File: config.mk
export PLATFORM = sky130hd
export DESIGN_NAME = alu_exec_stage_flat
export DESIGN_NICKNAME = d
export VERILOG_FILES = /design/src/rtl/alu_exec_stage_if.sv /design/src/rtl/alu_exec_stage.sv /design/src/flat_wrapper.sv
export SDC_FILE = /design/constraint.sdc
export NUM_CORES = 1
export LEC_CHECK = 0
export ABC_AREA = 1
export CAP_MARGIN = 20
export CORE_UTILIZATION = 35
export CTS_CLUSTER_DIAMETER = 120
export CTS_CLUSTER_SIZE = 24
export DETAILED_ROUTE_END_ITERATION = 10
export GPL_TIMING_DRIVEN = 1
export HOLD_SLACK_MARGIN = 0.05
export SYNTH_ARGS = -nofsm -noshare
export SYNTH_HDL_FRONTEND = slang
export SYNTH_SLANG_ARGS = --single-unit
File: constraint.sdc
create_clock -name clk -period 2.7 [get_ports clk]
set_input_delay 0.54 -clock clk [delete_from_list [all_inputs] [get_ports clk]]
set_output_delay 0.54 -clock clk [all_outputs]
set_load 0.005 [all_outputs]
File: src/rtl/alu_exec_stage_if.sv
// Handshake bundle between the decode stage, the execute stage and the writeback register.
// Upstream offers op/a/b with in_valid; downstream takes result/zero with out_ready.
interface alu_exec_stage_if #(
  parameter int WIDTH = 32
);
  logic             in_valid;
  logic             in_ready;
  logic [3:0]       op;
  logic [WIDTH-1:0] a;
  logic [WIDTH-1:0] b;
  logic             out_valid;
  logic             out_ready;
  logic [WIDTH-1:0] result;
  logic             zero;

  modport master (
    output in_valid, op, a, b, out_ready,
    input  in_ready, out_valid, result, zero
  );

  modport slave (
    input  in_valid, op, a, b, out_ready,
    output in_ready, out_valid, result, zero
  );
endinterface

File: src/rtl/alu_exec_stage.sv
// RV32I execute stage: single-cycle logic/arith/compare ops and a 1-bit-per-cycle
// iterative shifter, with one registered result held until the consumer takes it.
module alu_exec_stage #(
  parameter int WIDTH = 32
) (
  input  logic           clk,
  input  logic           rst_n,
  alu_exec_stage_if.slave bus
);
  localparam int SW = $clog2(WIDTH);

  typedef enum logic [1:0] {
    IDLE  = 2'd0,
    SHIFT = 2'd1,
    DONE  = 2'd2
  } state_t;

  state_t           state_q, state_d;
  logic [WIDTH-1:0] result_q, result_d;
  logic [WIDTH-1:0] work_q, work_d;
  logic [SW-1:0]    cnt_q, cnt_d;
  logic             right_q, right_d;
  logic             arith_q, arith_d;

  logic [WIDTH-1:0] alu_res;
  logic [WIDTH-1:0] work_shifted;
  logic [SW-1:0]    shamt;
  logic             is_shift;
  logic             accept;

  assign shamt    = bus.b[SW-1:0];
  assign is_shift = (bus.op == 4'b0001) || (bus.op == 4'b0101) || (bus.op == 4'b1101);
  assign accept   = (state_q == IDLE) && bus.in_valid;

  // Single-cycle ops; shift codes fall to default because they take the iterative path.
  always_comb begin
    alu_res = '0;
    case (bus.op)
      4'b0000: alu_res = bus.a + bus.b;
      4'b1000: alu_res = bus.a - bus.b;
      4'b0010: alu_res = WIDTH'($signed(bus.a) < $signed(bus.b));
      4'b0011: alu_res = WIDTH'(bus.a < bus.b);
      4'b0100: alu_res = bus.a ^ bus.b;
      4'b0110: alu_res = bus.a | bus.b;
      4'b0111: alu_res = bus.a & bus.b;
      default: alu_res = '0;
    endcase
  end

  always_comb begin
    if (!right_q) begin
      work_shifted = {work_q[WIDTH-2:0], 1'b0};
    end else begin
      work_shifted = {arith_q & work_q[WIDTH-1], work_q[WIDTH-1:1]};
    end
  end

  // State register
  always_ff @(posedge clk or negedge rst_n) begin
    if (!rst_n) begin
      state_q <= IDLE;
    end else begin
      state_q <= state_d;
    end
  end

  // Next-state logic
  always_comb begin
    state_d = state_q;
    case (state_q)
      IDLE:    if (bus.in_valid) state_d = (is_shift && (shamt != '0)) ? SHIFT : DONE;
      SHIFT:   if (cnt_q == SW'(1)) state_d = DONE;
      DONE:    if (bus.out_ready) state_d = IDLE;
      default: state_d = IDLE;
    endcase
  end

  // Datapath next values; the final shift step writes the result directly.
  always_comb begin
    result_d = result_q;
    work_d   = work_q;
    cnt_d    = cnt_q;
    right_d  = right_q;
    arith_d  = arith_q;
    if (accept) begin
      right_d = bus.op[2];
      arith_d = bus.op[3];
      if (!is_shift) begin
        result_d = alu_res;
      end else if (shamt == '0) begin
        result_d = bus.a;
      end else begin
        work_d = bus.a;
        cnt_d  = shamt;
      end
    end else if (state_q == SHIFT) begin
      work_d = work_shifted;
      cnt_d  = cnt_q - 1'b1;
      if (cnt_q == SW'(1)) result_d = work_shifted;
    end
  end

  always_ff @(posedge clk or negedge rst_n) begin
    if (!rst_n) begin
      result_q <= '0;
      work_q   <= '0;
      cnt_q    <= '0;
      right_q  <= 1'b0;
      arith_q  <= 1'b0;
    end else begin
      result_q <= result_d;
      work_q   <= work_d;
      cnt_q    <= cnt_d;
      right_q  <= right_d;
      arith_q  <= arith_d;
    end
  end

  // Output logic
  always_comb begin
    bus.in_ready  = (state_q == IDLE);
    bus.out_valid = (state_q == DONE);
    bus.result    = result_q;
    bus.zero      = (result_q == '0);
  end
endmodule

File: src/flat_wrapper.sv
// flat-port wrapper written by rule: the top's interface ports become plain ports
module alu_exec_stage_flat 
#(
  parameter int WIDTH = 32
)
  (clk, rst_n, bus_in_valid, bus_op, bus_a, bus_b, bus_out_ready, bus_in_ready, bus_out_valid, bus_result, bus_zero);
  alu_exec_stage_if #(.WIDTH(WIDTH)) bus_i ();
  input  logic clk;
  input  logic rst_n;
  input wire logic [$bits(bus_i.in_valid)-1:0] bus_in_valid;
  input wire logic [$bits(bus_i.op)-1:0] bus_op;
  input wire logic [$bits(bus_i.a)-1:0] bus_a;
  input wire logic [$bits(bus_i.b)-1:0] bus_b;
  input wire logic [$bits(bus_i.out_ready)-1:0] bus_out_ready;
  output wire logic [$bits(bus_i.in_ready)-1:0] bus_in_ready;
  output wire logic [$bits(bus_i.out_valid)-1:0] bus_out_valid;
  output wire logic [$bits(bus_i.result)-1:0] bus_result;
  output wire logic [$bits(bus_i.zero)-1:0] bus_zero;
  assign bus_i.in_valid = bus_in_valid;
  assign bus_i.op = bus_op;
  assign bus_i.a = bus_a;
  assign bus_i.b = bus_b;
  assign bus_i.out_ready = bus_out_ready;
  assign bus_in_ready = bus_i.in_ready;
  assign bus_out_valid = bus_i.out_valid;
  assign bus_result = bus_i.result;
  assign bus_zero = bus_i.zero;
  alu_exec_stage #(.WIDTH(WIDTH)) u_core (.clk(clk), .rst_n(rst_n), .bus(bus_i));
endmodule
; ---- After elaboration in Yosys (flattened, before gate mapping)
; Cells that the tools add are included.
[totals]
ff_bits = 73
latchBits = 0
ram_bits = 0
rom_bits = 0
inputBits = 72
out_inout_bits = 35
elab_cells = 67
n_memories = 0
[op_classes]
add_sub_neg = 3
multipliers = 0
n_div = 0
n_lt_le_gt_ge = 2
eq_ne = 18
n_shift = 0
muxes = 20
n_bitwise = 4
n_reduce_logical = 14
[ops]
columns = cell, count
row1 = $mux W32, 10
row2 = $pmux W32 S7, 1
row3 = $lt A32 B32 Y1, 2
row4 = $add A32 B32 Y32, 1
row5 = $and A32 B32 Y32, 1
row6 = $logic_not A32 Y1, 1
row7 = $or A32 B32 Y32, 1
row8 = $sub A32 B32 Y32, 1
row9 = $xor A32 B32 Y32, 1
row10 = $mux W5, 4
row11 = $eq A4 B3 Y1 const B, 4
row12 = $reduce_and A3 Y1, 3
row13 = $eq A4 B2 Y1 const B, 2
row14 = $eq A4 B4 Y1 const B, 2
row15 = $mux W2, 4
row16 = $ne A2 B2 Y1 const B, 3
row17 = $pmux W2 S3, 1
row18 = $eq A5 B1 Y1 const B, 1
row19 = $logic_not A5 Y1, 1
row20 = $reduce_bool A5 Y1, 1
row21 = $sub A5 B1 Y5 const B, 1
row22 = $eq A4 B1 Y1 const B, 1
row23 = $logic_not A4 Y1, 1
row24 = $ne A2 B1 Y1 const B, 2
row25 = other kinds (8), 11

; ---- Longest topological paths before layout
; Gate-level depths: netlist of the first run.
[logic_depth]
ltp_word = 7
depth_mapped = 17
depth_no_buf = 17

; ---- Worst setup path after synthesis of the first run
; Ideal clock, no wire load.
[synth_timing]
kind = input -> register
startpoint = in bus_a[0]
endpoint = reg u_core.result_q[28], in the netlist u_core.bus.result[28]
setup_ns = 0.077
t_arrival_ns = 2.093
required_ns = 2.623
setup_slack_ns = 0.530
stages = 17
path_buffers = 0
cell_sequence = inv_1 -> ha_1 -> inv_1 -> fa_1 -> nand2_1 -> nand2_1 -> nand2_1 -> inv_1 -> nand2_1 -> nand3_1 -> nand2_1 -> nand3_1 -> nand2_1 -> nand3_1 -> nand3_1 -> nand2_1 -> a21oi_1
[synth_via]
elab_chain_cells = 4
elab_cells_between_ends = 5
classes_between = add/sub: 2 / mux: 3
[synth_lines]
columns = item, line
row1 = "start, declared", flat_wrapper.sv:12  ; input wire logic [$bits(bus_i.a)-1:0] bus_a;
row2 = $sub A32 B32 Y32 or $add A32 B32 Y32 (tied branches), "alu_exec_stage.sv:40, alu_exec_stage.sv:39"
row3 = $pmux W32 S7 (*), alu_exec_stage.sv:38  ; case (bus.op)
row4 = $mux W32 (*), alu_exec_stage.sv:88  ; if (!is_shift) begin
row5 = $mux W32 (*), alu_exec_stage.sv:85  ; if (accept) begin
row6 = "end signal, assigned", alu_exec_stage.sv:111  ; result_q <= result_d;
row7 = "end, declared", alu_exec_stage.sv:19  ; logic [WIDTH-1:0] result_q, result_d;
; Every way passes the cells marked *; elsewhere a longest branch is shown, timed or not.
; A chain may end at the register's enable or synchronous reset.

; ---- Worst setup path in the final report of the first run
[layout_timing]
startpoint = in bus_b[23]
endpoint = reg u_core.result_q[26], in the netlist u_core.bus.result[26]
[layout_via]
elab_chain_cells = 4
elab_cells_between_ends = 5
classes_between = add/sub: 2 / mux: 3
[layout_lines]
columns = item, line
row1 = "start, declared", flat_wrapper.sv:13  ; input wire logic [$bits(bus_i.b)-1:0] bus_b;
row2 = $sub A32 B32 Y32 or $add A32 B32 Y32 (tied branches), "alu_exec_stage.sv:40, alu_exec_stage.sv:39"
row3 = $pmux W32 S7 (*), alu_exec_stage.sv:38
row4 = $mux W32 (*), alu_exec_stage.sv:88
row5 = $mux W32 (*), alu_exec_stage.sv:85
; Marks and branches as above.

==> results.toml, run 1 <==
[sta]
fin_skew_ps = 15.1
min_period_ps = 2620
fmax_ghz = 0.382
slew_headroom_pct = 67.2
final_hold_viol_count = 0
fin_crit_sh_pct = 97.0
maxSlewViolCount = 0
fin_setup_tns_ps = 0
tightest_slew_ps = 491
rsz0062_at_grt = "yes"
setup_viol = 0

[synthesis]
synth-seq-cells = 73
synth-seq-area-share_pct = 17.5
synth.net_count = 2016
avgSynthCellArea_um2 = 5.68
synth_edf_count = 0
synth_area_um2 = 10400
ys.flop_type = "dfrtp_1"
ys_async_sr_fraction_pct = 100
synthCells = 1837
ys_warn_count = 0
ys_types = 43

[detailed_routing]
finalWirelength_um = 44100
drt_iter0_drc = 1176
viasPerCell = 5.04
drcViolationCount = 0
wl_per_cell_um = 17.2
vias = 12900
ant_nets = 0
dr.pass1.iters = 7

[global_route]
grt_pass1_vias = 12100
grt_pass1_wl_um = 68100
grt_max_degree = 46
track_usage_pct = 28.7
gr-total-overflow = 0
antenna_found_initial = 0

[critical_path]
r2r_slack_ps = 800
cp-end-kind = "flop"
r2r-start = "u_core.state_q[1]"
worstPathRequired_ps = 2960
cp_max_fo = 5
r2r_end = "u_core.bus.result[19]"
reg2regPathDepth = 8
critical_path_class = "input pin to flop"
cp_data_arrival_time_ps = 2880
cp-start-kind = "input pin"

[power]
leakagePower_nw = 7.98
power_density_nw_per_um2 = 582
ir_drop_mv = 0.414

[floorplanning]
start_util_pct = 35.9
fp.dieW_um = 175
core-area_um2 = 29000
ios = 107
die_area_um2 = 30500
die_y_um = 175
rows = 62

[clock_tree]
cts_tree = "yes"
path_clk_slew_ps = 60
numCtsBuffers = 9
clock-sinks = 73
clk_latency_ps = 340
cts_buffer_depth = 2
h-tree-depth = 3
cts-root-buf = "clkbuf_16"
hold_buffers = 0

[place]
dp_hpwl_um = 36000
gp_congestion = 0.941
numPlacedInstances = 2550
portBuffers = 106

[finish]
drive_gt1_share_pct = 21.9
fin_cells = 2567
diodes = 0
area_delta_synth_final_pct = 43.7
fillers = 3018
nets = 2358

[flow_run]
cap_violations = 0

[run_status]
status = "completed"

[worst_hold_path]
worstHoldPathType = "input pin to asynchronous set/reset pin"
[cells in the final DEF (no fill, tap or decap), types with 6 or more instances in the layout]
cell             Yosys  layout
nand3_1            141     123
nor3_2               1       6
ha_4                 0      23
o31ai_1             22      22
dfrtp_1             73      73
a31oi_1             29      29
o22ai_1             32      32
nor2_2               8      23
nand4_1             11      11
buf_12               0       8
a41oi_1              6       6
ha_2                 0       7
a21oi_1            103      82
nor2_4               3       8
o21bai_1             8       6
nand3_2              1      17
o21ai_0             53      51
clkbuf_16            0       9
a21oi_2              1      21
nor3_1              13       8
nand2_2              4      33
dlymetal6s2s_1       0       7
clkdlybuf4s50_1      0      95
ha_1               105      75
inv_2                9      15
nor2_1             178     158
nand2_1            624     593
buf_4               14     288
nor4_1              11       6
inv_1              303     297
[sequential cells by signal, indices dropped and copies added, names as in the netlist]
register           count
u_core.arith_q         1
u_core.bus.result     32
u_core.right_q         1
u_core.cnt_q           5
u_core.state_q         2
u_core.work_q         32
[per-stage QoR]
| stage | setup slack (ps) | area, µm² | util (%) | power, mW | hold WS [ps] |
|---|---|---|---|---|---|
| finish | 82.1 | 15000 | 51.6 | 8.71 | 136 |
| global route | -72.2 | 15000 | 51.6 | 9.43 | 161 |
| CTS | -10.9 | 14300 | 49.2 | 8.50 | 141 |
| detailed placement | -512 | 13900 | 47.9 | 7.16 | 477 |
| global placement | -508 | 13900 | 47.9 | 7.11 | 470 |
| floorplan | 530 | 10400 | - | 4.90 | 244 |
[routing by layer]
layer	vias up	share of wire, %	global-route usage, %
li1	6482	-	-
met1	5977	48	42.3
met2	446	44	45.1
met3	34	6.5	3.52
met5	-	0	0
met4	0	1.3	5.04
[worst max-delay path, stage by stage]
cell and delay [ps]:
clkdlybuf4s50_1 530, inv_1 90, ha_2 350, buf_4 170, nand2_1 50, nand2_1 80, nand2_1 70, nand2_1 90
inv_1 70, nand2_1 60, a21oi_1 160, nand2_1 80, nand2_1 60, nand3_1 70, nand3_1 170, nand2_1 100
a21oi_1 140
[power breakdown]
group          switching [mW]  total, mW  leakage [nW]  internal (mW)
combinational            2.98       5.28          6.99           2.30
clock                   0.492       1.30         0.149          0.805
sequential              0.488       2.14         0.838           1.65
total                    3.96       8.71          7.98           4.76
[timing repair]
| action | in CTS | in global routing |
|---|---|---|
| setup buffers | 0 | 2 |
| hold endpoints to repair | 0 | 0 |
| pin swaps | 3 | 25 |
| gates resized for setup | 21 | 156 |
| setup endpoints to repair | 12 | 27 |
[cells by family after synthesis]
family	after synthesis	share of synthesized area, %
buf+inv	384	14.9
compound gates	269	15.1
simple gates	1001	39.2
flops	73	17.5
fa+ha+maj	107	13.0
xor+xnor	3	0.252
[how the worst max path moves through the flow]
| stage | endpoint | start | slack [ps] | cells past startpoint |
|---|---|---|---|---|
| floorplan | u_core.bus.result[28] | bus_a[0] | 530 | 17 |
| CTS | u_core.bus.result[28] | bus_a[10] | -10 | 14 |
| finish | u_core.bus.result[26] | bus_b[23] | 80 | 17 |
| detailed placement | u_core.bus.result[26] | bus_b[0] | -510 | 16 |
| global placement | u_core.bus.result[18] | bus_b[0] | -510 | 16 |
| global route | u_core.bus.result[0] | bus_b[23] | -70 | 16 |
[synth_stat cells, types with 2 or more instances]
master    count  area [µm²]
a21oi_1     103         515
a221oi_1      4        35.0
a31oi_1      29         181
a41oi_1       6        52.6
and3_1        3        18.8
buf_2        36         180
buf_4        14         105
buf_6         2        22.5
clkbuf_1     19        71.3
dfrtp_1      73        1830
fa_1          2        40.0
ha_1        105        1310
inv_1       303        1140
inv_2         9        33.8
nand2_1     624        2340
nand2_2       4        25.0
nand3_1     141         706
nand4_1      11        68.8
nor2_1      178         668
nor2_2        8        50.1
nor2_4        3        33.8
nor3_1       13        65.1
nor4_1       11        68.8
o211ai_1      2        15.0
o21ai_0      53         265
o21ai_1       3        15.0
o21bai_1      8        60.1
o22ai_1      32         200
o31ai_1      22         165
or4_1         2        15.0
xor2_1        2        17.5
[layout make-up]
cell class	count	area, µm²	share of cell area, %
clock buffers	10	229	1.53
clock inverters	5	81.3	0.543
inverters	312	1170	7.82
multi-input cells	1380	7780	52.0
flip-flops and latches	73	1830	12.2
well taps	384	480	3.21
repair buffers	403	3410	22.8
Power figures use the tool's default switching activity.
==> run 2: changes to the inputs <==
Settings changed: CORE_UTILIZATION 35 to 40, PLACE_DENSITY from default to 0.6.
==> run 2 against run 1 <==
Critical path depth shrank 2. Design area shrank 1.6%. Die area shrank 12%. First-iteration DRC count grew 7.7%. Sequential power is essentially flat. Non-clock buffer count shrank 7. Sequential share of layout area grew 0.20 points. Global-route usage grew 3.5 points. Power shrank 2.1%.
==> results.toml, run 2 (synthesis results as in run 1) <==
[run_status]
status = "completed"

[sta]
fin_skew_ps = 7.41
fin_crit_sh_pct = 95.7
final_hold_viol_count = 0
fmax_ghz = 0.387
hold_slack_ps = 184
rsz0062_at_grt = "yes"
tightest_slew_ps = 771
slew_headroom_pct = 48.6
min_period_ps = 2580
finalWorstSetupSlack_ps = 117
setup_viol = 0
maxSlewViolCount = 0

[floorplanning]
ios = 107
rows = 58
die_area_um2 = 26700
core-area_um2 = 25400
die_y_um = 163
fp.dieW_um = 163
start_util_pct = 41.0

[detailed_routing]
drcViolationCount = 0
finalWirelength_um = 42900
drt_iter0_drc = 1267
dr.pass1.iters = 6
viasPerCell = 5.15
wl_per_cell_um = 17.1
ant_nets = 0
vias = 12900

[critical_path]
r2r_slack_ps = 820
cp-end-kind = "flop"
worstPathRequired_ps = 2970
cp_max_fo = 6
critical_path_class = "input pin to flop"
reg2regPathDepth = 8
r2r_end = "u_core.bus.result[19]"
cp_data_arrival_time_ps = 2850
r2r-start = "u_core.state_q[0]"
startpoint = "bus_a[26]"
cp-start-kind = "input pin"

[global_route]
grt-busiest-layer = "met2"
track_usage_pct = 32.2
grt_pass1_wl_um = 65800
met1_usage_pct = 44.6
grt_pass1_vias = 12200
use_met2_pct = 51.0
use_met3_pct = 5.56
antenna_found_initial = 0
grt_max_degree = 51
gr-total-overflow = 0

[clock_tree]
clk_latency_ps = 340
clock-sinks = 73
cts_buffer_depth = 2
path_clk_slew_ps = 60
cts-root-buf = "clkbuf_16"
hold_buffers = 0
cts_tree = "yes"
h-tree-depth = 3
numCtsBuffers = 9

[worst_hold_path]
worstHoldPathType = "input pin to asynchronous set/reset pin"

[power]
leakagePower_nw = 7.91
power_density_nw_per_um2 = 578
intPower_mw = 4.56
power.switching_mw = 3.97
swShare_pct = 46.5
pwr-share-seq_pct = 25.4
clkPwrFrac_pct = 13.3
ir_drop_mv = 0.667
power_frac_comb_pct = 61.4

[finish]
diodes = 0
drive_gt1_share_pct = 21.4
nets = 2351
final_cell_mix = "591 x nand2_1, 298 x inv_1, 280 x buf_4"
area_delta_synth_final_pct = 41.4
fillers = 2592
final_common_cell = "nand2_1"

[place]
gp_congestion = 0.998
dp_hpwl_um = 34900
place_worst_setup_slack_ps = -451
portBuffers = 106

[flow_run]
cap_violations = 0
run 2: changes by cell type in the layout (fill, tap and decap cells not counted), sizes merged:
cell and change:
buf -7, bufinv -2, clkinv +1, clkinvlp +2
dlygate4sd2 -1, dlymetal6s2s +1
run 2: final cells by class:
type / instances / area (µm²) / share of cell area [%]
clock inverter: 6 / 45.0 / 0.306
tap: 330 / 413 / 2.80
inverter: 312 / 1170 / 7.94
clock buffer: 10 / 229 / 1.55
timing repair buffer: 396 / 3370 / 22.9
sequential: 73 / 1830 / 12.4
multi-input combinational: 1380 / 7680 / 52.1
run 2: worst max-delay path, cell delays in order:
cell and delay [ps]:
clkdlybuf4s50_1 500, inv_1 70, ha_2 430, inv_1 150, a21oi_2 210, nor2_1 60
nor2_1 130, nand2_1 90, a21oi_2 150, nand2_1 70, nand2_1 50, nand3_1 70
nand3_2 130, nand2_1 70, a21oi_1 120
run 2: how the worst max path moves through the flow:
stage / slack, ps / cells past startpoint / endpoint
global placement: -460 / 16 / u_core.bus.result[0]
finish: 120 / 15 / u_core.bus.result[29]
global route: -40 / 18 / u_core.bus.result[0]
detailed placement: -450 / 16 / u_core.bus.result[0]
floorplan: 530 / 17 / u_core.bus.result[28]
CTS: 1 / 18 / u_core.bus.result[0]
run 2: metal layers:
layer | share of wire, % | vias up
met5 | 0 | -
met2 | 44 | 469
li1 | - | 6466
met1 | 46 | 5906
met3 | 8.1 | 64
met4 | 2.5 | 0
run 2: repair_timing:
action / in CTS / in global routing
pin swaps: 3 / 21
gates resized for setup: 16 / 150
buffers inserted: 0 / 1
endpoints found under the setup margin: 15 / 26
hold endpoints to repair: 0 / 0
run 2: power by group through the flow:
| stage | clock, mW | combinational, mW | sequential [mW] |
|---|---|---|---|
| 4_1_cts | 1.14 | 5.04 | 2.14 |
| 3_3_place_gp | 0 | 4.96 | 2.13 |
| 3_5_place_dp | 0 | 5.00 | 2.14 |
| 5_1_grt | 1.17 | 5.81 | 2.21 |
| 6_report | 1.13 | 5.23 | 2.16 |
| 2_1_floorplan | 0 | 2.90 | 2.00 |
run 2: through the flow:
| step | area [µm²] | setup TNS, ps | power, mW | cells | utilization (%) |
|---|---|---|---|---|---|
| floorplan | 10400 | 0 | 4.90 | 1837 | - |
| global placement | 13800 | -8600 | 7.09 | 2490 | 54.3 |
| detailed placement | 13800 | -8920 | 7.14 | 2490 | 54.3 |
| CTS | 14100 | 0 | 8.32 | 2506 | 55.6 |
| global route | 14700 | -112 | 9.20 | 2507 | 58.0 |
| finish | 14700 | 0 | 8.53 | 2507 | 58.0 |
==> run 3: changes to the inputs <==
Settings changed: SLEW_MARGIN from default to 40.
==> results of run 3 <==
Same layout as run 2: the final DEF is identical, and so are final timing and power.
